File: config.mk
export PLATFORM = sky130hd
export DESIGN_NAME = mode_select_sequencer_flat
export DESIGN_NICKNAME = d
export VERILOG_FILES = /design/src/rtl/mode_select_sequencer_if.sv /design/src/rtl/mode_select_sequencer.sv /design/src/flat_wrapper.sv
export SDC_FILE = /design/constraint.sdc
export NUM_CORES = 1
export LEC_CHECK = 0
export ABC_AREA = 0
export BUFFER_PORTS_ARGS = -buffer_cell sky130_fd_sc_hd__buf_2
export CAP_MARGIN = 30
export CORE_ASPECT_RATIO = 1.2
export CORE_MARGIN = 2
export CORE_UTILIZATION = 55
export CTS_BUF_LIST = sky130_fd_sc_hd__clkbuf_4
export CTS_CLUSTER_SIZE = 8
export DETAILED_ROUTE_END_ITERATION = 10
export PLACE_DENSITY_LB_ADDON = 0.15
export SYNTH_ARGS = -nofsm -noshare
export SYNTH_HDL_FRONTEND = slang
export SYNTH_SLANG_ARGS = --single-unit
File: constraint.sdc
create_clock -name clk -period 2.1 [get_ports clk]
set_clock_uncertainty 0.05 [all_clocks]
set_input_delay 0.21 -clock clk [delete_from_list [all_inputs] [get_ports clk]]
set_output_delay 0.21 -clock clk [all_outputs]
set_load 0.005 [all_outputs]
File: src/rtl/mode_select_sequencer_if.sv
// rtl/mode_select_sequencer_if.sv - button/hold inputs and mode outputs of the mode select sequencer
//
// Signals:
//   btn_next_raw  raw asynchronous NEXT pushbutton (1 = pressed)
//   btn_prev_raw  raw asynchronous PREV pushbutton (1 = pressed)
//   hold          discard press events and freeze the mode while 1
//   mode_select   current 3-bit mode code (registered)
//   mode_changed  one-cycle pulse whenever an event is applied to mode_select
// Modports: master drives the buttons and hold, slave is the sequencer.

interface mode_select_sequencer_if;
    logic       btn_next_raw;
    logic       btn_prev_raw;
    logic       hold;
    logic [2:0] mode_select;
    logic       mode_changed;

    modport master (
        output btn_next_raw,
        output btn_prev_raw,
        output hold,
        input  mode_select,
        input  mode_changed
    );

    modport slave (
        input  btn_next_raw,
        input  btn_prev_raw,
        input  hold,
        output mode_select,
        output mode_changed
    );
endinterface

File: src/rtl/mode_select_sequencer.sv
// rtl/mode_select_sequencer.sv - debounced NEXT/PREV buttons stepping a wrap-around mode register
//
// Parameters:
//   DEBOUNCE_CYCLES  cycles a synchronised level must persist before acceptance (>= 1)
//   NUM_MODES        number of modes, 2..8
// Ports:
//   clk    system clock, rising edge
//   reset  synchronous active-low reset
//   bus    mode_select_sequencer_if.slave (buttons, hold, mode_select, mode_changed)

module mode_select_sequencer #(
    parameter int DEBOUNCE_CYCLES = 1_000_000,
    parameter int NUM_MODES       = 6
) (
    input  logic                        clk,
    input  logic                        reset,
    mode_select_sequencer_if.slave      bus
);

    localparam int             CW        = $clog2(DEBOUNCE_CYCLES + 1);
    localparam logic [CW-1:0]  CNT_ONE   = CW'(1);
    localparam logic [CW-1:0]  CNT_LAST  = CW'(DEBOUNCE_CYCLES - 1);
    localparam logic [2:0]     MODE_LAST = 3'(NUM_MODES - 1);

    typedef enum logic [1:0] {
        STABLE_LOW,
        WAIT_HIGH,
        STABLE_HIGH,
        WAIT_LOW
    } db_state_t;

    // Index 0 = NEXT, index 1 = PREV.
    logic [1:0]    raw;
    logic [1:0]    s1;
    logic [1:0]    s2;
    logic [1:0]    stable;
    logic [1:0]    stable_q;
    logic [1:0]    press;
    db_state_t     state [2];
    logic [CW-1:0] cnt   [2];

    logic [2:0]    mode_q;
    logic          changed_q;

    assign raw   = {bus.btn_prev_raw, bus.btn_next_raw};
    assign press = stable & ~stable_q;

    assign bus.mode_select  = mode_q;
    assign bus.mode_changed = changed_q;

    // Synchronisers and debouncers for both buttons.
    always_ff @(posedge clk) begin
        if (!reset) begin
            s1       <= '0;
            s2       <= '0;
            stable   <= '0;
            stable_q <= '0;
            for (int i = 0; i < 2; i++) begin
                state[i] <= STABLE_LOW;
                cnt[i]   <= '0;
            end
        end else begin
            s1       <= raw;
            s2       <= s1;
            stable_q <= stable;
            for (int i = 0; i < 2; i++) begin
                case (state[i])
                    STABLE_LOW: begin
                        if (s2[i]) begin
                            // A one-cycle debounce accepts the first differing sample.
                            if (DEBOUNCE_CYCLES == 1) begin
                                state[i]  <= STABLE_HIGH;
                                stable[i] <= 1'b1;
                                cnt[i]    <= '0;
                            end else begin
                                state[i] <= WAIT_HIGH;
                                cnt[i]   <= CNT_ONE;
                            end
                        end
                    end
                    WAIT_HIGH: begin
                        if (!s2[i]) begin
                            state[i] <= STABLE_LOW;
                            cnt[i]   <= '0;
                        end else if (cnt[i] == CNT_LAST) begin
                            state[i]  <= STABLE_HIGH;
                            stable[i] <= 1'b1;
                            cnt[i]    <= '0;
                        end else begin
                            cnt[i] <= cnt[i] + CNT_ONE;
                        end
                    end
                    STABLE_HIGH: begin
                        if (!s2[i]) begin
                            if (DEBOUNCE_CYCLES == 1) begin
                                state[i]  <= STABLE_LOW;
                                stable[i] <= 1'b0;
                                cnt[i]    <= '0;
                            end else begin
                                state[i] <= WAIT_LOW;
                                cnt[i]   <= CNT_ONE;
                            end
                        end
                    end
                    WAIT_LOW: begin
                        if (s2[i]) begin
                            state[i] <= STABLE_HIGH;
                            cnt[i]   <= '0;
                        end else if (cnt[i] == CNT_LAST) begin
                            state[i]  <= STABLE_LOW;
                            stable[i] <= 1'b0;
                            cnt[i]    <= '0;
                        end else begin
                            cnt[i] <= cnt[i] + CNT_ONE;
                        end
                    end
                    default: begin
                        state[i] <= STABLE_LOW;
                        cnt[i]   <= '0;
                    end
                endcase
            end
        end
    end

    // Mode register. Events arriving while hold is high are dropped, not queued.
    always_ff @(posedge clk) begin
        if (!reset) begin
            mode_q    <= 3'd0;
            changed_q <= 1'b0;
        end else begin
            changed_q <= 1'b0;
            if (!bus.hold) begin
                if (press[0] && press[1]) begin
                    // Both buttons at once means "go to OFF", pulsing even if already OFF.
                    mode_q    <= 3'd0;
                    changed_q <= 1'b1;
                end else if (press[0]) begin
                    mode_q    <= (mode_q == MODE_LAST) ? 3'd0 : mode_q + 3'd1;
                    changed_q <= 1'b1;
                end else if (press[1]) begin
                    mode_q    <= (mode_q == 3'd0) ? MODE_LAST : mode_q - 3'd1;
                    changed_q <= 1'b1;
                end
            end
        end
    end

endmodule

File: src/flat_wrapper.sv
// flat-port wrapper written by rule: the top's interface ports become plain ports
module mode_select_sequencer_flat 
#(
    parameter int DEBOUNCE_CYCLES = 1_000_000,
    parameter int NUM_MODES       = 6
)
  (clk, reset, bus_btn_next_raw, bus_btn_prev_raw, bus_hold, bus_mode_select, bus_mode_changed);
  mode_select_sequencer_if bus_i ();
  input  logic clk;
  input  logic reset;
  input wire logic [$bits(bus_i.btn_next_raw)-1:0] bus_btn_next_raw;
  input wire logic [$bits(bus_i.btn_prev_raw)-1:0] bus_btn_prev_raw;
  input wire logic [$bits(bus_i.hold)-1:0] bus_hold;
  output wire logic [$bits(bus_i.mode_select)-1:0] bus_mode_select;
  output wire logic [$bits(bus_i.mode_changed)-1:0] bus_mode_changed;
  assign bus_i.btn_next_raw = bus_btn_next_raw;
  assign bus_i.btn_prev_raw = bus_btn_prev_raw;
  assign bus_i.hold = bus_hold;
  assign bus_mode_select = bus_i.mode_select;
  assign bus_mode_changed = bus_i.mode_changed;
  mode_select_sequencer #(.DEBOUNCE_CYCLES(DEBOUNCE_CYCLES), .NUM_MODES(NUM_MODES)) u_core (.clk(clk), .reset(reset), .bus(bus_i));
endmodule
After elaboration in Yosys (flattened, before gate mapping):

Memory sizes are Yosys's and may differ from the RTL's.
Cells that the tools add are included.

* bitwise gates (word level): 32
* add/sub/neg operators: 4
* muxes and demuxes: 111
* equal/unequal tests: 17
* reductions and logical operators: 11

Operator list (count)
* 20-bit two-way mux: 16
* 1-bit two-way mux: 76
* 20-bit by 1-bit adder with 20-bit output (second input constant): 2
* 20-bit == test (second input constant): 2
* 1-bit bitwise OR: 28
* 2-bit two-way mux: 12
* 3-bit two-way mux: 5
* 2-bit by 1-bit != test with 1-bit output (second input constant): 6
* 5-bit AND reduction: 2
* 2-bit == test (second input constant): 4
* 2-bit by 1-bit == test with 1-bit output (second input constant): 2
* 2-bit logical NOT: 2
* 2-bit != test (second input constant): 2
* 1-bit one-hot mux with 2 select lines: 2
* 2-bit nonzero test: 2
* 3-bit by 1-bit adder with 3-bit output (second input constant): 1
* 3-bit == test (second input constant): 1
* 3-bit logical NOT: 1
* 3-bit nonzero test: 1
* 3-bit by 1-bit subtractor with 3-bit output (second input constant): 1
* 2-bit AND: 1
* 1-bit inverter: 2
* 2-bit inverter: 1
* 2-bit AND reduction: 1
* other kinds (2): 2

* RAM bits: 44
* memories kept: 2
* logic and storage cells: 184
* flip-flop bits (word level): 12
* output and inout port bits: 4

Memories
* u_core.cnt: words 2, bits a word 20, read ports 2, clocked after Yosys merged registers in 0, write ports 2, RTL line mode_select_sequencer.sv:40 `logic [CW-1:0] cnt [2];`
* u_core.state: words 2, bits a word 2, read ports 2, clocked after Yosys merged registers in 0, write ports 2, RTL line mode_select_sequencer.sv:39 `db_state_t state [2];`

Logic depth before layout (Yosys ltp):

Gate-level depths: netlist of the first run.

* depth after elaboration: 12
* mapped depth: 7

Worst setup path before layout of the first run:

Ideal clock, no wire load.

* kind: register to register
* from: memory u_core.cnt[1][0] (netlist name)
* to: memory u_core.cnt[1][18] (netlist name) (data pin)
* setup slack: 0.087 ns
* cell stages (with the launch flop): 7
* data arrival time: 1.817 ns
* data required time: 1.904 ns
* setup time: 0.146 ns
* path through: edfxtp_1 ha_1 clkbuf_1 inv_1 or4_1 or3_1 a21oi_1

RTL lines (RTL line)
* from (decl): mode_select_sequencer.sv:40

==> results of run 1 <==
## kinds of logic after synthesis
group | after synthesis | synth area share, %
AO/OA/AOI/OAI | 57 | 10.96
XOR/XNOR | 26 | 7.804
adder cells (fa/ha/maj) | 3 | 1.213
buffers and inverters | 24 | 3.114
flip-flops | 56 | 50.47
AND/OR/NAND/NOR | 150 | 26.45
## through the flow
stage	power, mW	util [%]	std cells
after detailed placement	2.902	62.14	398
after CTS	3.506	64.00	408
after floorplan	2.530	-	316
final	3.539	64.93	412
after global routing	3.787	64.93	412
after global placement	2.868	62.14	398
## cell type report
type	instances	share of cell area [%]
clock buffer	5	1.076
clock inverter	3	1.220
inverter	13	1.399
multi-input combinational	236	41.77
sequential	56	44.78
tap	62	2.225
timing repair buffer	37	7.535
## per-layer routing
layer | GRT usage, % | up-vias | routed length (um)
met2 | 37.45 | 28 | 3088
li1 | - | 1247 | -
met3 | 3.290 | 8 | 117
met5 | 0 | - | 0
met1 | 27.43 | 1168 | 2821
met4 | 7.576 | 0 | 81
## where the power goes
| group | internal (mW) | total [mW] | switching (mW) | leakage (nW) |
|---|---|---|---|---|
| Combinational | 0.441 | 0.985 | 0.545 | 0.553 |
| Clock | 0.251 | 0.591 | 0.341 | 0.0455 |
| Sequential | 1.61 | 1.96 | 0.348 | 0.589 |
| Total | 2.31 | 3.54 | 1.23 | 1.19 |
## worst max-delay path: cells and delay by family, from the launching register on
family,cells,cell delay [ps]
and+or+nand+nor,2,730
DFF,1,480
buffers and inverters,1,280
AOI/OAI and AO/OA,1,270
## sequential cells by signal (all words and copies together) (netlist names)
| name | flops |
|---|---|
| u_core.stable_q | 2 |
| u_core.bus.mode_select | 3 |
| u_core.s2 | 2 |
| u_core.stable | 2 |
| u_core.bus.mode_changed | 1 |
| u_core.s1 | 2 |
| u_core.cnt | 40 |
| u_core.state | 4 |
## layout by cell type (no fill, tap or decap), drive strengths merged, types with 14 or more instances in the layout
cell type	count
edfxtp	44
nor2	31
nand4	14
o21ai	16
nand3	19
inv	14
nand2	24
a21oi	22
xor2	15
buf	35
## timing repair
| item | 4_1_cts | 5_1_grt |
|---|---|---|
| hold buffers | 2 | 0 |
| endpoints found under the setup margin | 0 | 22 |
| resized for setup | 0 | 4 |
| setup buffers | 0 | 4 |
| endpoints found under the hold margin | 2 | 0 |
## worst max path at each step
stage | to | slack, ps | depth (start not counted)
2_1_floorplan | u_core.cnt[1][18] | 90 | 6
3_3_place_gp | u_core.cnt[0][8] | 140 | 6
3_5_place_dp | u_core.cnt[1][12] | 100 | 4
4_1_cts | u_core.cnt[1][19] | 80 | 4
5_1_grt | u_core.cnt[1][7] | -20 | 4
6_report | u_core.cnt[1][7] | 80 | 4
==> run metrics, run 1 <==
status=completed; CTS sink count=56; Seq/Total Area, Yosys=between 50% and 60%; final net count=around 360; crit start category=flip-flop; Hold Vio Cnt, Final=0; Yosys top cell by area=edfxtp_1; DRC=0; fillers=around 450; Setup-failing EPs final=0; FFs w/ async S/R, synth=0%; CP peak stage delay=around 650 ps; fin crit share=96.33%; Final ANT Viol Nets=0; largest net degree at the start of global routing=21; FF-to-FF path depth=4; Die W=roughly 72 um; first-pass GRT wire length=10.81 mm; R2R Path End=u_core.cnt[1][7]; synth warn=0; setup TNS after final layout=0 ps; Core Area=5370 um2; H-tree depth=2; final non-filler cell area=3487 um2; clock latency at the later pin of the worst-skew pair=~380 ps; Critical Path Fanout Max=19; layout cells sized above 1=13.71%; largest cells by area after synthesis=edfxtp_1 43%, dfxtp_1 7.8%, xor2_1 4.2%, nor2_1 3.8%, a21oi_1 3.6%; CTS tree=yes; syn nets=between 300 and 400; Setup CP Type=reg -> reg; Fmax=0.4943 GHz; Crit path required time=about 2200 ps; Crit. End Element=flip-flop; Final GP Congestion=about 0.81; worst hold margin=36.97 ps; max-cap violation count=0; CP max-delay cell=or4_1; P&R area growth vs syn=12.70%; share of the synthesized area in the top cell type=approximately 43%; r2r startpoint=u_core.cnt[1][7]; top cells by instance count after synthesis=44 x edfxtp_1, 31 x nor2_1, 24 x nand2_1; Synth Flop Type=edfxtp_1; Worst Max-Slew Pin Slew=393.4 ps; syn avg cell area=~9.8 um2; Worst slew margin=73.53%; drt wl/cell=~15 um; num ports=9; HPWL Detailed=around 4.3 mm; Clock Path Buffers=2; Gate Count Post-Synth=316; Worst R2R Setup Slack=~77 ps; Die Ht=between 80 and 90 um; vias in the first global route=2,443; hold path endpoint=u_core.bus.mode_select[1]; clock root buffer=clkbuf_4; hold path depth=2; Worst EP arrival=2110 ps; area of the die=roughly 6200 um2; Register Area=between 1500 and 2000 um2; area of the multi-input gates=between 1000 and 1500 um2; crit path time final=2023 ps; post-placement setup slack=101.3 ps; worst setup path start=u_core.cnt[1][7]; critical hold path startpoint=reset; initial antenna violation count=0; grt ovf=0; final wirelength=6.109 mm; distinct cell type count after synthesis=42; Initial Util=57.62%; # diodes=0; Post-Syn Area=slightly above 3000 um2; power per cell area=1015 nW/um2; port bufs=8; CP Cell Sequence=or4_1 > o2111ai_1 > buf_4 > nor2_1; Peak VDD IR=approximately 0.67 mV; TritonCTS Buffers=5; vias per inst=roughly 5.9; placed cell areas=about 3300 um2; hold crit path type=in -> reg; iteration count of the initial detailed-routing pass=5; Post-synth EDFFs=44; count leader, synth=edfxtp_1; setup ws final=about 77 ps; initial DRC count=150; vias after detailed routing=between 2,000 and 2,500; CTS clock-pin slew for the worst setup and hold paths=170 ps; Lkg Pwr=1.188 nW; Slew Viols, Final=0; Row Count=29; Yosys reg bits=56; GRT Util Overall=between 20% and 30%
No activity file was read; power rests on OpenSTA's default activity.
==> run 2: changes to the inputs <==
CORE_UTILIZATION = 58   (was 55)
==> run 2 against run 1 <==
Against the previous run:
- first-iteration DRC count grew 17%
- clock-buffer cell count grew 1
- global-route usage grew 0.15 points
- wire length grew 0.98%
- utilization grew 2.2 points
- power grew 0.66%
- critical endpoint is now u_core.cnt[1][15]
- highest routed layer unchanged
==> run metrics, run 2 (synthesis gave the netlist of run 1 again) <==
grt ovf=0 (unchanged); crit path time final=1993 ps (was 2023 ps); Final GP Congestion=0.8582 (was 0.8071); DRC=0 (unchanged); Critical Path Sink=u_core.cnt[1][15] (was u_core.cnt[1][7]); sum of buffers and inverters on the critical path=0 (was 1); Setup CP Type=reg -> reg (unchanged); port bufs=8 (unchanged); fin crit share=94.92% (was 96.33%); Critical Path Fanout Max=7 (was 19); P&R area growth vs syn=13.34% (was 12.70%); setup ws final=106.8 ps (was 77.08 ps); Core Area=5225 um2 (was 5370 um2); R2R Path End=u_core.cnt[1][15] (was u_core.cnt[1][7]); Levels on crit path=4 (unchanged); CP max-delay cell=or4_4 (was or4_1); Die W=70.68 um (was 72.47 um); final wirelength=6.169 mm (was 6.109 mm); Die Ht=84.01 um (was 86.17 um); iteration count of the initial detailed-routing pass=5 (unchanged); final non-filler cell area=3507 um2 (was 3487 um2); vias in the first global route=2,345 (was 2,443); status=completed (unchanged); largest register by flop count=u_core.cnt (unchanged); vias after detailed routing=2,493 (was 2,451); power per cell area=1016 nW/um2 (was 1015 nW/um2); initial antenna violation count=0 (unchanged); max FFs per register=40 (unchanged); max-cap violation count=0 (unchanged); layout cells sized above 1=14.49% (was 13.71%); FF-to-FF path depth=4 (unchanged); worst setup path start=u_core.cnt[1][2] (was u_core.cnt[1][7]); most frequent cells in the layout=44 x edfxtp_1, 31 x nor2_1, 29 x buf_4 (was 44 x edfxtp_1, 31 x nor2_1, 27 x buf_4); HPWL Detailed=4.397 mm (was 4.273 mm); CP Cell Sequence=nand4_4 > or4_4 > or3_1 > a21oi_1 (was or4_1 > o2111ai_1 > buf_4 > nor2_1); # diodes=0 (unchanged); Worst Max-Slew Pin Slew=364.5 ps (was 393.4 ps); placed cell areas=3352 um2 (was 3337 um2); Finished Layout Cells=414 (was 412); hold crit path type=in -> reg (unchanged); total design power=3.562 mW (was 3.539 mW); first-pass GRT wire length=10.49 mm (was 10.81 mm); Setup-failing EPs final=0 (unchanged); CTS clock-pin slew for the worst setup and hold paths=160 ps (was 170 ps); Worst R2R Setup Slack=110 ps (was 80 ps); CP peak stage delay=610 ps (was 650 ps); TritonCTS Buffers=5 (unchanged); Clock Path Buffers=2 (unchanged); Crit. End Element=flip-flop (unchanged); Worst slew margin=75.47% (was 73.53%); initial DRC count=176 (was 150); final net count=359 (was 357); Lkg Pwr=1.195 nW (was 1.188 nW); CTS sink count=56 (unchanged); largest net degree at the start of global routing=21 (unchanged); Row Count=29 (unchanged); placed cell count=400 (was 398); num ports=9 (unchanged); crit start category=flip-flop (unchanged); Worst EP arrival=2180 ps (was 2110 ps); r2r startpoint=u_core.cnt[1][2] (was u_core.cnt[1][7]); H-tree depth=2 (unchanged); clock root buffer=clkbuf_4 (unchanged); Hold Vio Cnt, Final=0 (unchanged); vias per inst=6.022 (was 5.949); GRT Util Overall=21.79% (was 21.64%); Initial Util=59.22% (was 57.62%); CTS tree=yes (unchanged); post-placement setup slack=54.43 ps (was 101.3 ps); Peak VDD IR=0.6867 mV (was 0.6697 mV); most common cell after layout, fill and taps aside=edfxtp_1 (unchanged); Slew Viols, Final=0 (unchanged); Fmax=0.5017 GHz (was 0.4943 GHz); CP top delay family=simple AND/OR/NAND/NOR gates (unchanged); setup TNS after final layout=0 ps (unchanged); Crit path required time=2280 ps (was 2190 ps); area of the die=5937 um2 (was 6244 um2); Final ANT Viol Nets=0 (unchanged); drt wl/cell=14.90 um (was 14.83 um); clock latency at the later pin of the worst-skew pair=390 ps (was 380 ps)
-- run 2: routing by layer --
layer  global-route usage (%)  up-vias  wire (um)
met5                        0        -          0
met3                    3.744        6        177
met2                    36.79       37       3109
met4                    7.204        0         76
met1                    28.39     1197       2805
li1                         -     1253          -
-- run 2: timing repair --
| item | CTS | global route |
|---|---|---|
| endpoints found under the hold margin | 2 | 0 |
| hold buffers | 2 | 0 |
| setup endpoints to repair | 0 | 40 |
| resized for setup | 0 | 5 |
| buffers inserted | 0 | 4 |
-- run 2: how the worst min path moves through the flow --
stage                           startpoint                        end  slack [ps]  cells after the start
after floorplan           bus_btn_next_raw               u_core.s1[0]         290                      1
after global placement        u_core.s1[0]               u_core.s2[0]         370                      1
after detailed placement  bus_btn_next_raw               u_core.s1[0]         370                      2
after CTS                         bus_hold  u_core.bus.mode_select[0]          70                      3
after global routing              bus_hold  u_core.bus.mode_select[0]          90                      3
final                             bus_hold  u_core.bus.mode_select[0]          90                      3
-- run 2: worst register-to-register path, cell delays in order (launching register included) --
cell and delay [ps]:
edfxtp_1 520, nand4_4 170, or4_4 610, or3_1 320
a21oi_1 170
-- run 2: area by class of cell --
type,instances,area [um2]
multi-input combinational,236,1461
tap,62,77.57
inverter,13,48.80
timing repair buffer,39,277.8
clock inverter,2,35.03
clock buffer,6,45.04
fill,440,1718
sequential,56,1562
-- run 2: through the flow --
stage	utilization, %	hold slack [ps]
floorplan	-	287.3
global placement	64.15	365.8
detailed placement	64.15	368.8
CTS	66.07	73.17
global route	67.12	88.22
finish	67.12	85.99
-- run 2: power breakdown --
| group | internal [mW] | switching (mW) |
|---|---|---|
| Clock | 0.263 | 0.340 |
| Sequential | 1.61 | 0.349 |
| Combinational | 0.449 | 0.546 |
==> run 3: changes to the inputs <==
BUFFER_PORTS_ARGS = default   (was -buffer_cell sky130_fd_sc_hd__buf_2)
CORE_UTILIZATION = 59   (was 58)
DONT_BUFFER_PORTS = 1   (was default)
==> run 3 against run 2 <==
Against the previous run:
- critical path depth increased by 1
- sequential power about the same
- final area decreased by 3.2%
- clock-buffer cell count increased by 1
- die area decreased by 1.6%
- worst hold slack got worse by 52 ps
- maximum frequency decreased by 0.85%
- utilization increased by 0.66 points
- non-clock buffer count decreased by 14
- cell count decreased by 3.9%
- critical path type unchanged
- critical endpoint is now u_core.cnt[1][16]
- largest power group unchanged
- highest routed layer unchanged
==> run metrics, run 3 (synthesis gave the netlist of run 1 again) <==
num ports=9 (unchanged); Worst slew margin=72.40% (was 75.47%); GRT Util Overall=20.81% (was 21.79%); area of the die=5842 um2 (was 5937 um2); most frequent cells in the layout=44 x edfxtp_1, 31 x nor2_1, 24 x nand2_1 (was 44 x edfxtp_1, 31 x nor2_1, 29 x buf_4); H-tree depth=2 (unchanged); Final GP Congestion=0.8161 (was 0.8582); Crit. End Element=flip-flop (unchanged); layout cells sized above 1=9.763% (was 14.49%); TritonCTS Buffers=5 (unchanged); power per cell area=996.0 nW/um2 (was 1016 nW/um2); total design power=3.382 mW (was 3.562 mW); post-placement setup slack=70.81 ps (was 54.43 ps); Peak VDD IR=0.5791 mV (was 0.6867 mV); Final ANT Viol Nets=0 (unchanged); most common cell after layout, fill and taps aside=edfxtp_1 (unchanged); crit start category=flip-flop (unchanged); final non-filler cell area=3396 um2 (was 3507 um2); drt wl/cell=14.92 um (was 14.90 um); iteration count of the initial detailed-routing pass=4 (was 5); max FFs per register=40 (unchanged); Row Count=28 (was 29); largest net degree at the start of global routing=21 (unchanged); Lkg Pwr=1.122 nW (was 1.195 nW); Clock Path Buffers=2 (unchanged); status=completed (unchanged); crit path time final=2010 ps (was 1993 ps); vias in the first global route=2,307 (was 2,345); Slew Viols, Final=0 (unchanged); Die Ht=83.33 um (was 84.01 um); Worst Max-Slew Pin Slew=410.2 ps (was 364.5 ps); Die W=70.11 um (was 70.68 um); Fmax=0.4974 GHz (was 0.5017 GHz); P&R area growth vs syn=9.745% (was 13.34%); Crit path required time=2270 ps (was 2280 ps); Finished Layout Cells=398 (was 414); first-pass GRT wire length=9.936 mm (was 10.49 mm); vias per inst=6.121 (was 6.022); Setup CP Type=reg -> reg (unchanged); clock root buffer=clkbuf_4 (unchanged); CTS tree=yes (unchanged); # diodes=0 (unchanged); CTS sink count=56 (unchanged); Setup-failing EPs final=0 (unchanged); Worst EP arrival=2180 ps (about the same); fillers=392 (was 440); grt ovf=0 (unchanged); Initial Util=61.76% (was 59.22%); final net count=345 (was 359); max-cap violation count=0 (unchanged); placed cell areas=3264 um2 (was 3352 um2); HPWL Detailed=4.203 mm (was 4.397 mm); Critical Path Fanout Max=6 (was 7); hold crit path type=in -> reg (unchanged); vias after detailed routing=2,436 (was 2,493); initial antenna violation count=0 (unchanged); final wirelength=5.939 mm (was 6.169 mm); port bufs=0 (was 8); DRC=0 (unchanged); initial DRC count=185 (was 176); Hold Vio Cnt, Final=0 (unchanged); unrepaired setup endpoints after global routing=yes; Core Area=5010 um2 (was 5225 um2); clock latency at the later pin of the worst-skew pair=360 ps (was 390 ps); CTS clock-pin slew for the worst setup and hold paths=140 ps (was 160 ps); largest register by flop count=u_core.cnt (unchanged); fin crit share=95.73% (was 94.92%); placed cell count=384 (was 400); setup ws final=89.70 ps (was 106.8 ps); Util after Layout=67.78% (was 67.12%)
## run 3: final timing paths
kind                          from                end  slack (ps)  cells past startpoint
setup / recovery  u_core.cnt[1][0]  u_core.cnt[1][16]          90                      5
hold / removal               reset   u_core.stable[1]          30                      3
setup reg to reg  u_core.cnt[1][0]  u_core.cnt[1][16]          90                      5
hold reg to reg       u_core.s1[1]       u_core.s2[1]         400                      1
## run 3: repair_timing
action | in CTS | in global routing
hold endpoints to repair | 8 | 0
setup buffers | 0 | 2
setup endpoints to repair | 0 | 40
gates resized for setup | 0 | 4
hold buffers | 4 | 0
## run 3: area by class of cell
cell class	count	area, um2	area share [%]
flip-flops and latches	56	1562	45.98
clock inverters	1	3.754	0.1105
clock buffers	7	52.55	1.548
repair buffers	25	201.4	5.932
inverters	13	48.80	1.437
multi-input cells	236	1453	42.78
well taps	60	75.07	2.211
## run 3: power by group
part / switching, mW / internal (mW)
registers: 0.341 / 1.61
logic: 0.531 / 0.432
clock network: 0.308 / 0.156
## run 3: critical path, stage by stage (launching register included)
cell      delay [ps]
edfxtp_1         450
ha_1             200
inv_1             60
or4_1            610
or3_1            340
a21oi_1          150
## run 3: routing by layer
metal	part of all wire [%]	track usage [%]	vias up	routed length (um)
met1	43	25.14	1159	2581
met4	1.3	8.392	0	80
met5	0	0	-	0
li1	-	-	1219	-
met3	3.1	3.762	8	184
met2	52	36.36	50	3093
## run 3: per-stage QoR
step / TNS, ps / hold slack, ps
detailed placement: 0 / 286.9
CTS: 0 / 21.65
floorplan: 0 / 287.3
finish: 0 / 34.08
global route: -53.62 / 22.69
global placement: 0 / 285.9
